<file path="src/rtl/psum_writeback_pkg.sv">
// Shared PE-array definitions: writeback FSM state encoding and the
// per-column ReLU decision used when partial sums are written to SRAM.
package psum_writeback_pkg;

    // Writeback controller states
    typedef enum logic [1:0] {
        ST_IDLE = 2'b00,
        ST_RUN  = 2'b01,
        ST_DONE = 2'b10
    } wb_state_e;

    // A column is forced to zero only when ReLU is enabled and the column is negative.
    function automatic logic relu_clear_col(input logic relu_en, input logic sign_bit);
        return relu_en & sign_bit;
    endfunction

endpackage

</file>
<file path="src/rtl/psum_writeback_fifo.sv">
// psum_fifo: small synchronous FIFO with registered storage and pointers.
// The head entry is readable combinationally; a push while full is dropped
// even if a pop happens in the same cycle (no pass-through).
module psum_fifo #(
    parameter int width = 16,
    parameter int depth = 4
) (
    input  logic             clk,
    input  logic             reset,
    input  logic             push,
    input  logic             pop,
    input  logic [width-1:0] wdata,
    output logic [width-1:0] rdata,
    output logic             full,
    output logic             empty
);

    localparam int            PW       = $clog2(depth);
    localparam logic [PW-1:0] PTR_ONE  = PW'(1'b1);
    localparam logic [PW:0]   CNT_ONE  = (PW + 1)'(1'b1);
    localparam logic [PW:0]   CNT_ZERO = (PW + 1)'(1'b0);
    localparam logic [PW:0]   DEPTH_C  = (PW + 1)'(depth);

    logic [width-1:0] mem_q [depth];
    logic [PW-1:0]    wr_ptr_q;
    logic [PW-1:0]    rd_ptr_q;
    logic [PW:0]      count_q;
    logic             push_ok_s;
    logic             pop_ok_s;

    assign full      = (count_q == DEPTH_C);
    assign empty     = (count_q == CNT_ZERO);
    assign rdata     = mem_q[rd_ptr_q];
    assign push_ok_s = push & ~full;
    assign pop_ok_s  = pop & ~empty;

    // Storage, pointers and occupancy; pointers wrap naturally since depth is a power of two.
    always_ff @(posedge clk or posedge reset) begin
        if (reset) begin
            for (int i = 0; i < depth; i++) begin
                mem_q[i] <= '0;
            end
            wr_ptr_q <= '0;
            rd_ptr_q <= '0;
            count_q  <= CNT_ZERO;
        end else begin
            if (push_ok_s) begin
                mem_q[wr_ptr_q] <= wdata;
                wr_ptr_q        <= wr_ptr_q + PTR_ONE;
            end
            if (pop_ok_s) begin
                rd_ptr_q <= rd_ptr_q + PTR_ONE;
            end
            case ({push_ok_s, pop_ok_s})
                2'b10:   count_q <= count_q + CNT_ONE;
                2'b01:   count_q <= count_q - CNT_ONE;
                default: count_q <= count_q;
            endcase
        end
    end

endmodule

</file>
<file path="src/rtl/psum_writeback.sv">
// psum_writeback: accepts accumulated psum vectors from the SFU through a
// small FIFO and writes them to consecutive output-SRAM addresses starting
// at a job base address, with optional per-column ReLU. All SRAM-side
// outputs, busy and done are registered.
module psum_writeback
    import psum_writeback_pkg::*;
#(
    parameter int psum_bw = 16,
    parameter int col     = 8,
    parameter int addr_bw = 11,
    parameter int depth   = 4
) (
    input  logic                   clk,
    input  logic                   reset,
    input  logic                   start,
    input  logic [addr_bw-1:0]     base_addr,
    input  logic [addr_bw-1:0]     num_vec,
    input  logic                   relu_en,
    input  logic                   in_valid,
    output logic                   in_ready,
    input  logic [col*psum_bw-1:0] psum_in,
    output logic                   mem_cen,
    output logic                   mem_wen,
    output logic [addr_bw-1:0]     mem_addr,
    output logic [col*psum_bw-1:0] mem_d,
    output logic                   busy,
    output logic                   done
);

    localparam int                 VEC_W  = col * psum_bw;
    localparam logic [addr_bw-1:0] A_ONE  = addr_bw'(1'b1);
    localparam logic [addr_bw-1:0] A_ZERO = addr_bw'(1'b0);

    wb_state_e          state_q;
    logic [addr_bw-1:0] base_q;
    logic [addr_bw-1:0] num_q;
    logic               relu_q;
    logic [addr_bw-1:0] acc_cnt_q;
    logic [addr_bw-1:0] wr_cnt_q;
    logic               mem_cen_q;
    logic               mem_wen_q;
    logic [addr_bw-1:0] mem_addr_q;
    logic [VEC_W-1:0]   mem_d_q;
    logic               busy_q;
    logic               done_q;

    logic               in_ready_s;
    logic               push_s;
    logic               pop_s;
    logic               fifo_full_s;
    logic               fifo_empty_s;
    logic [VEC_W-1:0]   head_s;
    logic [VEC_W-1:0]   relu_data_s;

    // Input buffer between the SFU handshake and the SRAM write port
    psum_fifo #(
        .width (VEC_W),
        .depth (depth)
    ) u_fifo (
        .clk   (clk),
        .reset (reset),
        .push  (push_s),
        .pop   (pop_s),
        .wdata (psum_in),
        .rdata (head_s),
        .full  (fifo_full_s),
        .empty (fifo_empty_s)
    );

    // Ready depends only on registered state so there is no in_valid -> in_ready path.
    always_comb begin
        in_ready_s = 1'b0;
        if ((state_q == ST_RUN) && !fifo_full_s && (acc_cnt_q < num_q)) begin
            in_ready_s = 1'b1;
        end else begin
            in_ready_s = 1'b0;
        end
    end

    // Pop the head whenever a job is running and there is buffered data still owed.
    always_comb begin
        pop_s = 1'b0;
        if ((state_q == ST_RUN) && !fifo_empty_s && (wr_cnt_q < num_q)) begin
            pop_s = 1'b1;
        end else begin
            pop_s = 1'b0;
        end
    end

    assign push_s = in_valid & in_ready_s;

    // Apply ReLU column by column to the FIFO head before it is registered onto the SRAM bus.
    always_comb begin
        relu_data_s = head_s;
        for (int j = 0; j < col; j++) begin
            if (relu_clear_col(relu_q, head_s[j*psum_bw + psum_bw - 1])) begin
                relu_data_s[j*psum_bw +: psum_bw] = '0;
            end else begin
                relu_data_s[j*psum_bw +: psum_bw] = head_s[j*psum_bw +: psum_bw];
            end
        end
    end

    // Controller FSM with job parameters, counters and all registered outputs.
    always_ff @(posedge clk or posedge reset) begin
        if (reset) begin
            state_q    <= ST_IDLE;
            base_q     <= A_ZERO;
            num_q      <= A_ZERO;
            relu_q     <= 1'b0;
            acc_cnt_q  <= A_ZERO;
            wr_cnt_q   <= A_ZERO;
            mem_cen_q  <= 1'b1;
            mem_wen_q  <= 1'b1;
            mem_addr_q <= A_ZERO;
            mem_d_q    <= '0;
            busy_q     <= 1'b0;
            done_q     <= 1'b0;
        end else begin
            // Idle SRAM cycle unless a pop below issues a write; address/data hold.
            mem_cen_q <= 1'b1;
            mem_wen_q <= 1'b1;
            done_q    <= 1'b0;

            if (push_s) begin
                acc_cnt_q <= acc_cnt_q + A_ONE;
            end

            if (pop_s) begin
                mem_cen_q  <= 1'b0;
                mem_wen_q  <= 1'b0;
                mem_addr_q <= base_q + wr_cnt_q;
                mem_d_q    <= relu_data_s;
                wr_cnt_q   <= wr_cnt_q + A_ONE;
            end

            case (state_q)
                ST_IDLE: begin
                    if (start) begin
                        base_q    <= base_addr;
                        num_q     <= num_vec;
                        relu_q    <= relu_en;
                        acc_cnt_q <= A_ZERO;
                        wr_cnt_q  <= A_ZERO;
                        busy_q    <= 1'b1;
                        if (num_vec == A_ZERO) begin
                            state_q <= ST_DONE;
                            done_q  <= 1'b1;
                        end else begin
                            state_q <= ST_RUN;
                        end
                    end else begin
                        busy_q <= 1'b0;
                    end
                end
                ST_RUN: begin
                    busy_q <= 1'b1;
                    // The final write was issued last edge and is on the port now.
                    if (wr_cnt_q == num_q) begin
                        state_q <= ST_DONE;
                        done_q  <= 1'b1;
                    end else begin
                        state_q <= ST_RUN;
                    end
                end
                ST_DONE: begin
                    state_q <= ST_IDLE;
                    busy_q  <= 1'b0;
                end
                default: begin
                    state_q <= ST_IDLE;
                    busy_q  <= 1'b0;
                end
            endcase
        end
    end

    assign in_ready = in_ready_s;
    assign mem_cen  = mem_cen_q;
    assign mem_wen  = mem_wen_q;
    assign mem_addr = mem_addr_q;
    assign mem_d    = mem_d_q;
    assign busy     = busy_q;
    assign done     = done_q;

endmodule

</file>
<file path="config.mk">
export PLATFORM = sky130hd
export DESIGN_NAME = psum_writeback
export DESIGN_NICKNAME = d
export VERILOG_FILES = /design/src/rtl/psum_writeback_pkg.sv /design/src/rtl/psum_writeback_fifo.sv /design/src/rtl/psum_writeback.sv
export SDC_FILE = /design/constraint.sdc
export NUM_CORES = 1
export LEC_CHECK = 0
export ABC_CLOCK_PERIOD_IN_PS = 40300
export BUFFER_PORTS_ARGS = -buffer_cell sky130_fd_sc_hd__buf_2
export CORE_ASPECT_RATIO = 1.1
export CORE_MARGIN = 1
export CORE_UTILIZATION = 28
export DETAILED_ROUTE_END_ITERATION = 10
export PLACE_DENSITY = 0.49
export RECOVER_POWER = 50
export REMOVE_ABC_BUFFERS = 1
export SYNTH_ARGS = -nofsm -noshare
export SYNTH_HDL_FRONTEND = slang
export SYNTH_SLANG_ARGS = --single-unit
</file>
<file path="constraint.sdc">
create_clock -name clk -period 40.3 [get_ports clk]
set_input_delay 6.045 -clock clk [delete_from_list [all_inputs] [get_ports clk]]
set_output_delay 6.045 -clock clk [all_outputs]
set_load 0.02 [all_outputs]
</file>
==> results.tsv <==
stage	metric	value	unit
sta	rsz0062_at_grt	no	
yosys	netlist_area	0.0324	mm²
sta	finalClockSkew	14.9	ps
yosys	synth-xor-area-share	0.00756	
drt	viasPerCell	4.59	
layout	drive_gt1_frac	0.350	
yosys	netlist_top_cells_area	dfrtp_1 (55%), mux2_4 (11%), mux2_2 (9.5%)	
yosys	ys_ff_latch	708	
grt	grt_use_total	0.145	
layout	nets	2691	
sta	relSlewSlack	-4.45	
setup_path	crit_chain	clkbuf_1, clkinvlp_2, clkbuf_1	
power	p_comb_frac	0.444	
clock_network	clock_sinks	708	
drt	drt-initial-drc-count	765	
yosys	synth_compound_area_frac	0.0312	
yosys	synth_cell_types	52	
yosys	yosys.area_share.simple	0.0664	
setup_path	cp_max_fo	150	
drt	antenna_left	0	
drt	dr_total_vias	18800	
sta	worst_slew_pin_slew	8170	ps
placement	dp_hpwl	51.4	mm
worst_hold_path	min_path_type	flip-flop to flip-flop	
floorplanning	start_util	0.283	
sta	hold_viol	0	
setup_path	cpMostUsedCell	clkbuf_1	
power	switching_share	0.363	
floorplanning	core	0.115	mm²
clock_network	clock_tree.root_cell	clkbuf_16	
clock_network	htree_levels	3	
yosys	yosys.area.top_type_share	0.545	
power	irDropWorstVdd	55.2	µV
yosys	synthAdderAreaFrac	0.0159	
yosys	synthMuxAreaShare	0.297	
layout	fin_cells	4090	
power	power_frac_seq	0.349	
sta	setup_viol	0	
power	p_int	0.00242	W
setup_path	arrival	15230	ps
clock_network	clk_pin_slew	60	ps
yosys	synthCells	2219	
worst_hold_path	hold_depth	2	
yosys	synth-seq-area-share	0.546	
yosys	synth_top_area_cell	dfrtp_1	
outcome	status	finished, violations left	
placement	dp.cells	3925	
sta	slew_viol_final	824	
sta	whs	475	ps
setup_path	cp.depth	3	
yosys	synthArstFlopShare	1.00	
yosys	synth_most_common_cell	dfrtp_1	
drt	drc	0	
floorplanning	die_y	359	µm
layout	syn2layout_area_growth	15.4	%
setup_path	critPathLaunchType	input pin	
clock_network	cts_resized	0	
power	p_total	0.00380	W
yosys	synth_top_family_by_area	multiplexers	
clock_network	post_cts_buffers	0	
outcome	violations	capacitance limit, slew limit	
placement	portBuffers	298	
drt	first_pass_iters	4	
clock_network	hold_buffers	0	
setup_path	slowest_stage	clkbuf_1	
setup_path	end_kind	asynchronous set/reset pin	
setup_path	ff2ff_path_depth	10	
sta	min_period	17710	ps
setup_path	worst-path-buf-inv	3	
sta	max_freq	0.0565	GHz
clock_network	clk-insertion-delay-late	680	ps
floorplanning	rows	130	
yosys	synthFlopType	dfrtp_1	
floorplanning	die_w	327	µm
yosys	synth_common_cells	dfrtp_1 (707), mux2_2 (273), mux2_4 (240), nand2_1 (219), o21ai_0 (157)	
flow_run	timing.max_cap.violations	11	
yosys	syn_area_per_cell	14.6	µm²
setup_path	required	37830	ps
placement	gp_congestion	0.788	
grt	grt_pass1_vias	21200	
sta	setup_tns	0	ps
setup_path	critical-path-top-delay-family	buffers and inverters	
grt	overflow	0	
drt	routedWlPerCell	20.4	µm
grt	grt_pass1_wl	131	mm
clock_network	clockBufferDepth	3	
clock_network	cts_tree	built	
power	switchingPower	0.00138	W
power	p_leak	16.4	nW
yosys	synth_edf_count	0	
grt	antenna_found_initial	26	
grt	grt_max_degree	181	
sta	finalCritPeriodShare	0.439	
setup_path	worst_path_largest_cell_delay	5850	ps
floorplanning	die_area	0.117	mm²
power	p_per_area	102	mW/mm²
power	p_clk_frac	0.207	
clock_network	cts_buffers	87	
drt	wl	83.4	mm
setup_path	crit_type	input pin to asynchronous set/reset pin	
yosys	yosys_warnings	0	
floorplanning	ios	299	
## final cells by class
| class | instances | area (µm²) |
|---|---|---|
| flip-flops and latches | 708 | 17700 |
| clock buffers | 126 | 2570 |
| well taps | 1518 | 1900 |
| repair buffers | 323 | 1490 |
| multi-input cells | 1348 | 13300 |
| diodes | 13 | 32.5 |
| inverters | 28 | 106 |
| clock inverters | 26 | 313 |
| fillers | 11400 | 77100 |
## kinds of logic after synthesis
family / Yosys count
AND/OR/NAND/NOR: 442
XOR/XNOR: 28
AO/OA/AOI/OAI: 190
multiplexers: 648
buffers and inverters: 163
adder cells (fa/ha/maj): 40
flip-flops: 708
## worst paths after layout
kind	startpoint	end	slack (ps)
max in group clk	in_valid	u_fifo.mem_q[281]$_DFFE_PP0P_	28310
hold / removal	mem_addr[9]$_DFFE_PP0N_	mem_addr[9]$_DFFE_PP0N_	470
setup / recovery	reset	u_fifo.rd_ptr_q[1]$_DFFE_PP0P_	22590
min in group asynchronous	reset	num_q[8]$_DFFE_PP0P_	6980
setup reg to reg	num_q[8]$_DFFE_PP0P_	u_fifo.mem_q[281]$_DFFE_PP0P_	32880
hold reg to reg	mem_addr[9]$_DFFE_PP0N_	mem_addr[9]$_DFFE_PP0N_	470
## worst min-delay path: stages (launching register included)
cell	delay, ps
dfrtp_1	340
nand2_1	40
o21ai_0	60
## registers in the layout (all words and copies together) (netlist names), 3 cells and up
signal	flops
acc_cnt_q	11
base_q	11
mem_addr	11
mem_d	128
num_q	11
u_fifo.count_q	3
u_fifo.mem_q	512
wr_cnt_q	11
## per-stage QoR
step / worst slack (ps) / instance area [µm²] / util
after floorplan: 14400 / 31400 / -
after global placement: 30620 / 35000 / 0.306
after detailed placement: 30670 / 35000 / 0.306
after CTS: 31420 / 37900 / 0.331
after global routing: 19810 / 37400 / 0.327
final: 22590 / 37400 / 0.327
## routing by layer
metal  vias to the layer above  part of all wire  GRT usage
met5                         -            0.0025          0
met2                       343              0.49      0.239
li1                       8416                 -          -
met4                        30             0.024     0.0521
met3                       149             0.050     0.0360
met1                      9820              0.44      0.184
## cell usage in the layout (no fill, tap or decap), drive strengths merged, types with 15 or more instances in the layout
cell type | netlist | layout
mux4 | 128 | 128
inv | 27 | 31
a21oi | 15 | 15
ha | 38 | 38
nand2 | 221 | 221
buf | 83 | 170
dfrtp | 707 | 707
nor2 | 30 | 30
nand2b | 131 | 131
clkbuf | 52 | 279
mux2 | 513 | 513
xnor2 | 15 | 15
o21ai | 158 | 158
## power by group through the flow
stage,Combinational [W],Clock (W),Sequential [W]
2_1_floorplan,0.00130,0,0.00137
3_3_place_gp,0.00173,0,0.00130
3_5_place_dp,0.00177,0,0.00133
4_1_cts,0.00178,0.000816,0.00133
5_1_grt,0.00187,0.000842,0.00137
6_report,0.00169,0.000787,0.00133
Power figures use the tool's default switching activity.
